## src/rtl/hazard_fwd_unit.sv

```systemverilog
// rtl/hazard_fwd_unit.sv - operand forwarding, load-use interlock and perf counters over a STAGES-deep scoreboard
// Optional macro HAZARD_PERF_EN builds the cycle/stall/flush counters; otherwise they read as 0.
module hazard_fwd_unit #(
  parameter int XLEN   = 32,
  parameter int RA_W   = 5,
  parameter int STAGES = 3,
  parameter int CNT_W  = 32
) (
  input  logic                     sysclk,
  input  logic                     cpu_resetn,
  input  logic                     issue_valid,
  input  logic [RA_W-1:0]          issue_wreg,
  input  logic [2:0]               issue_lat,
  input  logic [RA_W-1:0]          rs,
  input  logic [RA_W-1:0]          rt,
  input  logic                     rs_used,
  input  logic                     rt_used,
  input  logic [XLEN-1:0]          rf_rs,
  input  logic [XLEN-1:0]          rf_rt,
  input  logic [STAGES*XLEN-1:0]   stage_data,
  input  logic                     flush,
  input  logic                     halt,
  output logic [XLEN-1:0]          os_fwd,
  output logic [XLEN-1:0]          ot_fwd,
  output logic                     stall,
  output logic                     halted,
  output logic [CNT_W-1:0]         cycle_cnt,
  output logic [CNT_W-1:0]         stall_cnt,
  output logic [CNT_W-1:0]         flush_cnt
);

  logic [STAGES-1:0] vld_q, vld_d;
  logic [RA_W-1:0]   tag_q [STAGES];
  logic [RA_W-1:0]   tag_d [STAGES];
  logic [2:0]        lat_q [STAGES];
  logic [2:0]        lat_d [STAGES];
  logic              halted_q;
  logic              rs_haz, rt_haz;

  always_ff @(posedge sysclk or negedge cpu_resetn) begin
    if (!cpu_resetn) begin
      vld_q <= '0;
      for (int i = 0; i < STAGES; i++) begin
        tag_q[i] <= '0;
        lat_q[i] <= '0;
      end
    end else begin
      vld_q <= vld_d;
      tag_q <= tag_d;
      lat_q <= lat_d;
    end
  end

  // Unconditional shift; a stalled or flushed decode slot enters as a bubble.
  always_comb begin
    for (int i = 1; i < STAGES; i++) begin
      vld_d[i] = vld_q[i-1];
      tag_d[i] = tag_q[i-1];
      lat_d[i] = lat_q[i-1];
    end
    vld_d[0] = issue_valid && !stall && !flush && (issue_wreg != '0);
    tag_d[0] = issue_wreg;
    lat_d[0] = issue_lat;
  end

  // Scan oldest to youngest so the youngest matching entry has the final say.
  always_comb begin
    os_fwd = rf_rs;
    ot_fwd = rf_rt;
    rs_haz = 1'b0;
    rt_haz = 1'b0;
    for (int i = STAGES - 1; i >= 0; i--) begin
      if (vld_q[i] && (tag_q[i] == rs)) begin
        os_fwd = stage_data[i*XLEN +: XLEN];
        rs_haz = (3'(i) < lat_q[i]);
      end
      if (vld_q[i] && (tag_q[i] == rt)) begin
        ot_fwd = stage_data[i*XLEN +: XLEN];
        rt_haz = (3'(i) < lat_q[i]);
      end
    end
    if (rs == '0) begin
      os_fwd = '0;
      rs_haz = 1'b0;
    end
    if (rt == '0) begin
      ot_fwd = '0;
      rt_haz = 1'b0;
    end
  end

  assign stall = !flush && ((rs_used && rs_haz) || (rt_used && rt_haz));

  always_ff @(posedge sysclk or negedge cpu_resetn) begin
    if (!cpu_resetn) halted_q <= 1'b0;
    else             halted_q <= halted_q | halt;
  end

  assign halted = halted_q;

`ifdef HAZARD_PERF_EN
  logic [CNT_W-1:0] cycle_q, stall_q, flush_q;

  always_ff @(posedge sysclk or negedge cpu_resetn) begin
    if (!cpu_resetn) begin
      cycle_q <= '0;
      stall_q <= '0;
      flush_q <= '0;
    end else if (!halted_q) begin
      cycle_q <= cycle_q + CNT_W'(1);
      if (stall) stall_q <= stall_q + CNT_W'(1);
      if (flush) flush_q <= flush_q + CNT_W'(1);
    end
  end

  assign cycle_cnt = cycle_q;
  assign stall_cnt = stall_q;
  assign flush_cnt = flush_q;
`else
  assign cycle_cnt = '0;
  assign stall_cnt = '0;
  assign flush_cnt = '0;
`endif

endmodule
```

## config.mk

```make
export PLATFORM = sky130hd
export DESIGN_NAME = hazard_fwd_unit
export DESIGN_NICKNAME = d
export VERILOG_FILES = /design/src/rtl/hazard_fwd_unit.sv
export SDC_FILE = /design/constraint.sdc
export NUM_CORES = 1
export LEC_CHECK = 0
export ABC_CLOCK_PERIOD_IN_PS = 4600
export BUFFER_PORTS_ARGS = -buffer_cell sky130_fd_sc_hd__buf_4
export CAP_MARGIN = 5
export CORE_AREA = 2 2 136 138
export DETAILED_ROUTE_END_ITERATION = 8
export DIE_AREA = 0 0 138 140
export HOLD_SLACK_MARGIN = 0.1
export SLEW_MARGIN = 5
export SYNTH_ARGS = -nofsm -noshare
export SYNTH_HDL_FRONTEND = slang
export SYNTH_SLANG_ARGS = --single-unit
```

## constraint.sdc

```tcl
create_clock -name sysclk -period 4.6 [get_ports sysclk]
set_input_delay 0.46 -clock sysclk [delete_from_list [all_inputs] [get_ports sysclk]]
set_output_delay 0.46 -clock sysclk [all_outputs]
set_load 0.01 [all_outputs]
```

# == After elaboration in Yosys (flattened, before gate mapping) ==
# Index checks and enable logic that the tools add are counted.
# W data, S select, Z words.
# word_totals
reg_bits,28
elab_cells,52
# op_classes
magnitude_cmp,3
eq_ne,6
mux,16
n_bitwise,1
n_reduce_logical,18
# op_table
op,count
$mux W32,8
$eq A5 B5 Y1,6
$logic_and A1 B1 Y1,12
$logic_not A5 Y1,2
$mux W1,8
$lt A1 B3 Y1 const A,2
$reduce_bool A5 Y1,1
$lt A2 B3 Y1 const A,1
$logic_not A1 Y1,2
$logic_or A1 B1 Y1,1
$or A1 B1 Y1,1

# == Logic depth before layout (Yosys ltp) ==
# Gate-level depths: netlist (run 1).
# depth
depth_word,13
ltp_mapped,8
ltp_nobuf,6

# == Least setup slack after synthesis (run 1) ==
# OpenSTA, ideal clock, no wires.
# synth_timing
kind,input -> output
from,input port rt[1]
to,output port ot_fwd[23]
arrival_ns,1.712
path_slack_ns,2.428
cell_stages,6
path_cell_list,or4_1 -> nor2_1 -> nor2b_1 -> clkbuf_2 -> buf_6 -> a22o_2
# synth_between
elab_chain_len,6
word_cells_on_any_way,11
classes_between,eq/ne: 3; mux: 4; reduce/logical: 4
# synth_lines
item,line,rtl
"start, declared",15,"input logic [RA_W-1:0] rt,"
$eq A5 B5 Y1,77,if (vld_q[i] && (tag_q[i] == rt)) begin
$logic_and A1 B1 Y1,77,
$mux W32 (3 in series),77,
$mux W32 *,86,if (rt == '0) begin
"end, declared",24,"output logic [XLEN-1:0] ot_fwd,"
# Mark *: on every way between the ends. The rest lies on a longest branch, timed or not.

# == Worst setup path after layout (run 1) ==
# layout_timing
from,register tag_q[3] (netlist name)
to,output port ot_fwd[23]
# layout_between
elab_chain_len,6
# layout_lines
item,line,rtl
"start, declared",33,logic [RA_W-1:0] tag_q [STAGES];
"start signal, assigned",49,tag_q <= tag_d;
$eq A5 B5 Y1,77,
$logic_and A1 B1 Y1,77,
$mux W32 (3 in series),77,
$mux W32,86,
# Every way passes these cells.

==> results of run 1 <==
==> layout make-up <==
| cell class | count | share of cell area (%) |
|---|---|---|
| clock buffer | 3 | 1.33 |
| clock inverter | 1 | 0.533 |
| inverter | 1 | 0.0666 |
| multi-input combinational | 488 | 46.7 |
| sequential | 28 | 12.4 |
| tap | 229 | 5.08 |
| timing repair buffer | 254 | 33.8 |
==> metal layers <==
metal | vias up | GRT usage [%]
met2 | 264 | 28.0
met5 | - | 0
met3 | 17 | 2.43
li1 | 2181 | -
met1 | 2100 | 19.7
met4 | 0 | 2.95
==> state kept, by name, indices dropped and copies added (netlist names) <==
register	count
lat_q	3
tag_d	10
lat_d	6
halted	1
vld_q	3
tag_q	5
==> cells in the mapped netlist, drive strengths merged <==
library cell / n / area, µm²
o21a: 1 / 7.51
and3: 4 / 25.0
nor2: 70 / 263
and2: 2 / 13.8
nand3: 2 / 10.0
or2: 1 / 6.26
and4bb: 1 / 12.5
nor2b: 2 / 12.5
and4: 2 / 17.5
o21ai: 2 / 10.0
a311o: 2 / 20.0
or4: 3 / 22.5
nor4: 4 / 37.5
a21o: 1 / 7.51
a31oi: 64 / 400
inv: 1 / 3.75
xnor2: 8 / 70.1
dfrtp: 28 / 701
nand2: 129 / 484
nand4: 2 / 12.5
xor2: 22 / 193
a22oi: 1 / 7.51
clkbuf: 18 / 71.3
conb: 1 / 3.75
nor3: 3 / 15.0
a22o: 64 / 573
a21oi: 2 / 10.0
buf: 121 / 956
==> worst max path at each step <==
stage                  start          to  slack, ns
floorplan              rt[1]  ot_fwd[23]       2.43
global placement       rs[3]   os_fwd[6]       1.31
detailed placement     rs[3]   os_fwd[6]       1.34
CTS                 tag_q[3]  ot_fwd[23]       1.24
global route        tag_q[3]  ot_fwd[14]       1.06
finish              tag_q[3]  ot_fwd[23]       1.24
==> power by group through the flow <==
| stage | clock (mW) | sequential [mW] | combinational, mW |
|---|---|---|---|
| 2_1_floorplan | 0 | 0.271 | 0.240 |
| 3_3_place_gp | 0 | 0.274 | 0.414 |
| 3_5_place_dp | 0 | 0.274 | 0.415 |
| 4_1_cts | 0.260 | 0.269 | 0.416 |
| 5_1_grt | 0.270 | 0.271 | 0.450 |
| 6_report | 0.255 | 0.269 | 0.416 |
==> metrics by stage <==
step,util [%],total power [mW],cells,hold slack (ns)
after floorplan,-,0.511,656,0.164
after global placement,31.1,0.688,1000,0.333
after detailed placement,31.1,0.688,1000,0.335
after CTS,31.7,0.945,1004,0.108
after global routing,31.7,0.991,1004,0.120
final,31.7,0.940,1004,0.0955
==> kinds of logic after synthesis <==
kind of cell,count (synthesis)
other,1
DFF,28
buffers and inverters,140
xor gates and xnor gates,30
and+or+nand+nor,225
AOI/OAI and AO/OA,137
==> worst reg2reg max path, stage by stage (launching register included) <==
cell	delay, ns
dfrtp_1	0.42
xor2_1	0.17
nor3_1	0.25
nand4_1	0.18
buf_4	0.29
a311o_1	0.33
a22oi_1	0.27
and4bb_1	0.23
==> summary.md, run 1 <==
| Metric | Value |
|---|---|
| Sw Ratio | `between 30 and 40%` |
| TNS Setup | `0 ns` |
| Avg Inst Size Synth | `around 7 µm²` |
| H-tree Lvls | `1` |
| Critical path class | `flip-flop to output pin` |
| Largest stage delay on the critical path | `between 0.7 and 0.8 ns` |
| Synth unique cells | `35` |
| Area of the multi-input gates | `about 2600 µm²` |
| CP endpoint kind | `output pin` |
| Post-route ant nets | `0` |
| Switching power | `287 µW` |
| RR Startpoint | `tag_d[2]` |
| RSZ-0062 raised after global routing | `false` |
| Top Ports | `approximately 350` |
| Worst path buffer plus inverter count | `1` |
| Cells after Synth | `approximately 560` |
| #FFs+latches synth | `28` |
| FF/Latch Area | `between 700 and 800 µm²` |
| Multiplexer share of the synthesized area | `0%` |
| Die ar. | `around 19000 µm²` |
| TritonCTS Buffers | `3` |
| Wl on met1 | `6520 µm` |
| Leakage | `3.03 nW` |
| Die X | `about 140 µm` |
| Register area share after synthesis | `17.7%` |
| Critical Path AT | `2.90 ns` |
| DP Worst Slack | `approximately 1.3 ns` |
| Gr usage total | `between 10% and 20%` |
| DR WL met3 | `about 1300 µm` |
| Largest net degree at the start of global routing | `40` |
| Die Y | `140 µm` |
| Clock Tree Root | `clkbuf_16` |
| Worst Path Max Fanout | `32` |
| Placed inst area | `around 5500 µm²` |
| Starting DRC count in detailed routing | `252` |
| CTS Hold Bufs | `0` |
| Final instance area | `5640 µm²` |
| Post-cts resize count | `0` |
| Synth Warn # | `0` |
| R2R cell count | `7` |
| Status | `complete, no violations` |
| Max-Cap Viols | `0` |
| Pwr dens | `between 150 and 200 nW/µm²` |
| TritonRoute pass-1 iters | `5` |
| Routed wl met2 | `approximately 8300 µm` |
| Final Skew | `around 0.0042 ns` |
| Initial antenna violation count | `0` |
| Tmin final | `3.36 ns` |
| Stages on the worst setup path | `7` |
| Post-CTS setup buffer count | `0` |
| CTS tree | `yes` |
| Vias in the first global route | `about 4200` |
| Commonest cells after routing, fill and taps aside | `buf_4, nand2_1, conb_1` |
| Critical-path cell list | `xor2_1 > nor4_2 > nand3_2 > nand2_1 > a31oi_1 > a22o_2 > buf_4` |
| Final count of negative-setup-slack endpoints | `0` |
| Comb power frac | `between 40 and 50%` |
| Starting Density | `22.3%` |
| Fraction of layout cells with a size suffix above 1 | `36.1%` |
| Filler cells | `1971` |
| Tightest Pin Transition | `1.06 ns` |
| First-pass GRT wire length | `between 20000 and 25000 µm` |
| Clock power share | `~27%` |
| Max_slew headroom | `approximately 29%` |
| DR vias/cell | `between 4 and 5` |
| Startpoint types | `flip-flop` |
| Netlist Area Pre-Place | `3970 µm²` |
| Flop2flop setup slack | `2.40 ns` |
| GR Overflow Total | `0` |
| Final worst slack | `~1.2 ns` |
| DRT Wirelength | `approximately 16000 µm` |
| Simple-Gate Fraction of Synth Area | `a little under a quarter` |
| P_int | `roughly 650 µW` |
| Post-synthesis xor/xnor area fraction | `under 10%` |
| Worst-path clk slew | `roughly 0.07 ns` |
| WP data required | `between 4 and 5 ns` |
| Commonest non-fill, non-tap cell in the layout | `buf_4` |
| Longest Clk Path Bufs | `2` |
| Via count | `roughly 4600` |
| Final Slew Violations | `0` |
| Core Box Area | `roughly 18000 µm²` |
| DRC Markers | `0` |
| F_max | `298 MHz` |
| Part of the power in registers | `28.6%` |
| CP top delay family | `simple AND/OR/NAND/NOR gates` |
| Period utilization | `roughly 73%` |
| Clock latency on the worst-skew pair | `0.27 ns` |
| Hold Crit Class | `input pin to async pin` |
| P&R area growth vs syn | `42.1%` |
| Synth Area in Compound Gates | `between 20% and 30%` |
| R2R Path End | `vld_q[0]` |
| Buffers on Ports | `between 200 and 300` |
| Post-Synth Adder-Cell Area | `0%` |
| Row Count | `49` |
| Nets | `around 960` |
| Main combinational cell family by area after synthesis | `compound AO/OA/AOI/OAI gates` |
| GP Congestion | `~0.89` |
| Peak supply drop | `about 0.33 mV` |
| Fin. Hold Viols | `0` |
| Detailed placement HPWL | `between 10000 and 15000 µm` |
| Antenna diodes | `0` |
| Routed length per placed instance | `between 15 and 20 µm` |
| Top sig layer | `met4` |
| CP max stage cell | `nand3_2` |
| Clock sinks | `28` |
(Power assumes the default switching activity.)
==> run 2: changes to the inputs <==
--- a/config.mk
+++ b/config.mk
@@ -5,7 +5,7 @@
 export SDC_FILE = /design/constraint.sdc
 export NUM_CORES = 1
 export LEC_CHECK = 0
-export ABC_CLOCK_PERIOD_IN_PS = 4600
+export ABC_CLOCK_PERIOD_IN_PS = 3100
 export BUFFER_PORTS_ARGS = -buffer_cell sky130_fd_sc_hd__buf_4
 export CAP_MARGIN = 5
 export CORE_AREA = 2 2 136 138
==> constraint.sdc (replaced) <==
create_clock -name sysclk -period 3.1 [get_ports sysclk]
set_input_delay 0.31 -clock sysclk [delete_from_list [all_inputs] [get_ports sysclk]]
set_output_delay 0.31 -clock sysclk [all_outputs]
set_load 0.01 [all_outputs]
==> run 2 against run 1 <==
Sequential share of layout area down 0.22 points; sequential power rose by 48%; die area unchanged; critical path type unchanged; combinational power up 49%; highest routed layer unchanged.
==> summary.md, run 2 (synthesis gave the netlist of run 1 again) <==
| Metric | Value |
|---|---|
| Final Skew | `0.000870 ns (was 0.00420 ns)` |
| Status | `complete, no violations (unchanged)` |
| DRC Markers | `0 (unchanged)` |
| Nets | `974 (was 961)` |
| Initial antenna violation count | `0 (unchanged)` |
| Top Ports | `347 (unchanged)` |
| Startpoint types | `flip-flop (unchanged)` |
| Clock sinks | `28 (unchanged)` |
| Row Count | `49 (unchanged)` |
| FF/Latch Area | `701 µm² (unchanged)` |
| Fraction of layout cells with a size suffix above 1 | `37.1% (was 36.1%)` |
| CTS tree | `yes (unchanged)` |
| Die X | `138 µm (unchanged)` |
| CTS Hold Bufs | `1 (was 0)` |
| Period utilization | `between 90 and 100%` |
| Worst-path clk slew | `0.06 ns (was 0.07 ns)` |
| WP data required | `2.79 ns (was 4.14 ns)` |
| Critical-path cell list | `xor2_1 > nor4_1 > and3_1 > nor2b_4 > buf_4 > a22o_1 > buf_4 (was xor2_1 > nor4_2 > nand3_2 > nand2_1 > a31oi_1 > a22o_2 > buf_4)` |
| Largest net degree at the start of global routing | `37 (was 40)` |
| Final count of negative-setup-slack endpoints | `0 (unchanged)` |
| Final Slew Violations | `0 (unchanged)` |
| DP Worst Slack | `0.441 ns (was 1.34 ns)` |
| Tightest Pin Transition | `1.03 ns (was 1.06 ns)` |
| Leakage | `3.09 nW (was 3.03 nW)` |
| Post-cts resize count | `0 (unchanged)` |
| Tot Pwr | `1.39 mW (was 940 µW)` |
| Critical path class | `flip-flop to output pin (unchanged)` |
| Commonest cells after routing, fill and taps aside | `buf_4, nand2_1, conb_1 (unchanged)` |
| Detailed placement HPWL | `13200 µm (was 12300 µm)` |
| Number of flip-flops in the largest register | `10 (unchanged)` |
| RSZ-0062 raised after global routing | `false (unchanged)` |
| Area of the multi-input gates | `2630 µm² (unchanged)` |
| Starting DRC count in detailed routing | `198 (was 252)` |
| Clock latency on the worst-skew pair | `0.26 ns (was 0.27 ns)` |
| Largest stage delay on the critical path | `0.42 ns (was 0.79 ns)` |
| Buffers on Ports | `250 (unchanged)` |
| Clock Tree Root | `clkbuf_16 (unchanged)` |
| Final worst slack | `0.257 ns (was 1.24 ns)` |
| Commonest non-fill, non-tap cell in the layout | `buf_4 (unchanged)` |
| CP max stage cell | `dfrtp_1 (was nand3_2)` |
| Max-Cap Viols | `0 (unchanged)` |
| CP dominant cell by count | `buf_4` |
| DR vias/cell | `4.50 (was 4.54)` |
| TritonRoute pass-1 iters | `5 (unchanged)` |
| First-pass GRT wire length | `24500 µm (was 24100 µm)` |
| TritonCTS Buffers | `3 (unchanged)` |
| Post-route ant nets | `0 (unchanged)` |
| Via count | `4579 (was 4562)` |
| Die ar. | `19300 µm² (unchanged)` |
| Worst path buffer plus inverter count | `2 (was 1)` |
| Die Y | `140 µm (unchanged)` |
| Gr usage total | `15.8% (was 15.5%)` |
| P&R area growth vs syn | `44.6% (was 42.1%)` |
| F_max | `352 MHz` |
| Max_slew headroom | `31.4% (was 28.9%)` |
| Peak supply drop | `0.304 mV (was 0.330 mV)` |
| Vias in the first global route | `4399 (was 4220)` |
| H-tree Lvls | `1 (unchanged)` |
| Hold Crit Class | `input pin to flip-flop (was input pin to async pin)` |
| Core Box Area | `17800 µm² (unchanged)` |
| Critical Path AT | `2.53 ns (was 2.90 ns)` |
| Antenna diodes | `0 (unchanged)` |
| Hold_ws | `0.155 ns (was 0.0955 ns)` |
| GP Congestion | `0.901 (was 0.894)` |
| Final Util | `32.3% (was 31.7%)` |
| Longest Clk Path Bufs | `2 (unchanged)` |
| TNS Setup | `0 ns (unchanged)` |
| CP top delay family | `simple AND/OR/NAND/NOR gates (unchanged)` |
| Routed length per placed instance | `16.5 µm (was 16.3 µm)` |
| Post-CTS setup buffer count | `0 (unchanged)` |
| Fin. Hold Viols | `0 (unchanged)` |
| Pwr dens | `243 nW/µm² (was 167 nW/µm²)` |
| GR Overflow Total | `0 (unchanged)` |
| Tmin final | `around 2.8 ns` |
| Worst Path Max Fanout | `20 (was 32)` |
| DRT Wirelength | `16800 µm (was 16400 µm)` |
| CP endpoint kind | `output pin (unchanged)` |
| Starting Density | `22.3% (unchanged)` |
| Filler cells | `1944 (was 1971)` |
-- run 2: final cells by class --
class,instances,area share [%]
Clock inverter,1,0.523
Clock buffer,3,1.31
Tap cell,229,4.99
Multi-Input combinational cell,488,45.9
Sequential cell,28,12.2
Timing Repair Buffer,267,35.0
Inverter,1,0.0654
-- run 2: layer usage --
layer / part of all wire [%] / vias up / track usage, %
li1: - / 2208 / -
met1: 43 / 2128 / 20.4
met2: 50 / 231 / 28.6
met3: 6.1 / 12 / 1.95
met4: 1.1 / 0 / 2.31
met5: 0 / - / 0
-- run 2: where the power goes --
group          internal (mW)  switching (mW)
Combinational          0.332           0.287
Sequential             0.384          0.0157
Clock                  0.257           0.116
Total                  0.973           0.419
-- run 2: worst reg2reg max path, cell delays in order, from the launching register on --
cell and delay, ns:
dfrtp_1 0.42, xor2_1 0.18, nor3_1 0.30, nand4_1 0.20, buf_4 0.28, a311o_1 0.30, a22oi_1 0.29, and4bb_1 0.25
-- run 2: per-stage QoR --
stage	cell area [µm²]	cells
after detailed placement	5620	1012
after CTS	5740	1017
final	5740	1017
after global routing	5740	1017
after floorplan	4320	656
after global placement	5620	1012
-- run 2: final timing paths --
kind	start	endpoint	slack [ns]	cells after the start
setup / recovery	tag_d[8]	ot_fwd[31]	0.26	7
hold / removal	issue_lat[2]	lat_d[5]	0.16	1
setup reg to reg	tag_d[2]	vld_q[0]	0.82	7
hold reg to reg	lat_d[0]	lat_q[0]	0.35	0
max in group asynchronous	cpu_resetn	tag_q[0]	2.34	2
min in group asynchronous	cpu_resetn	tag_d[6]	0.50	2
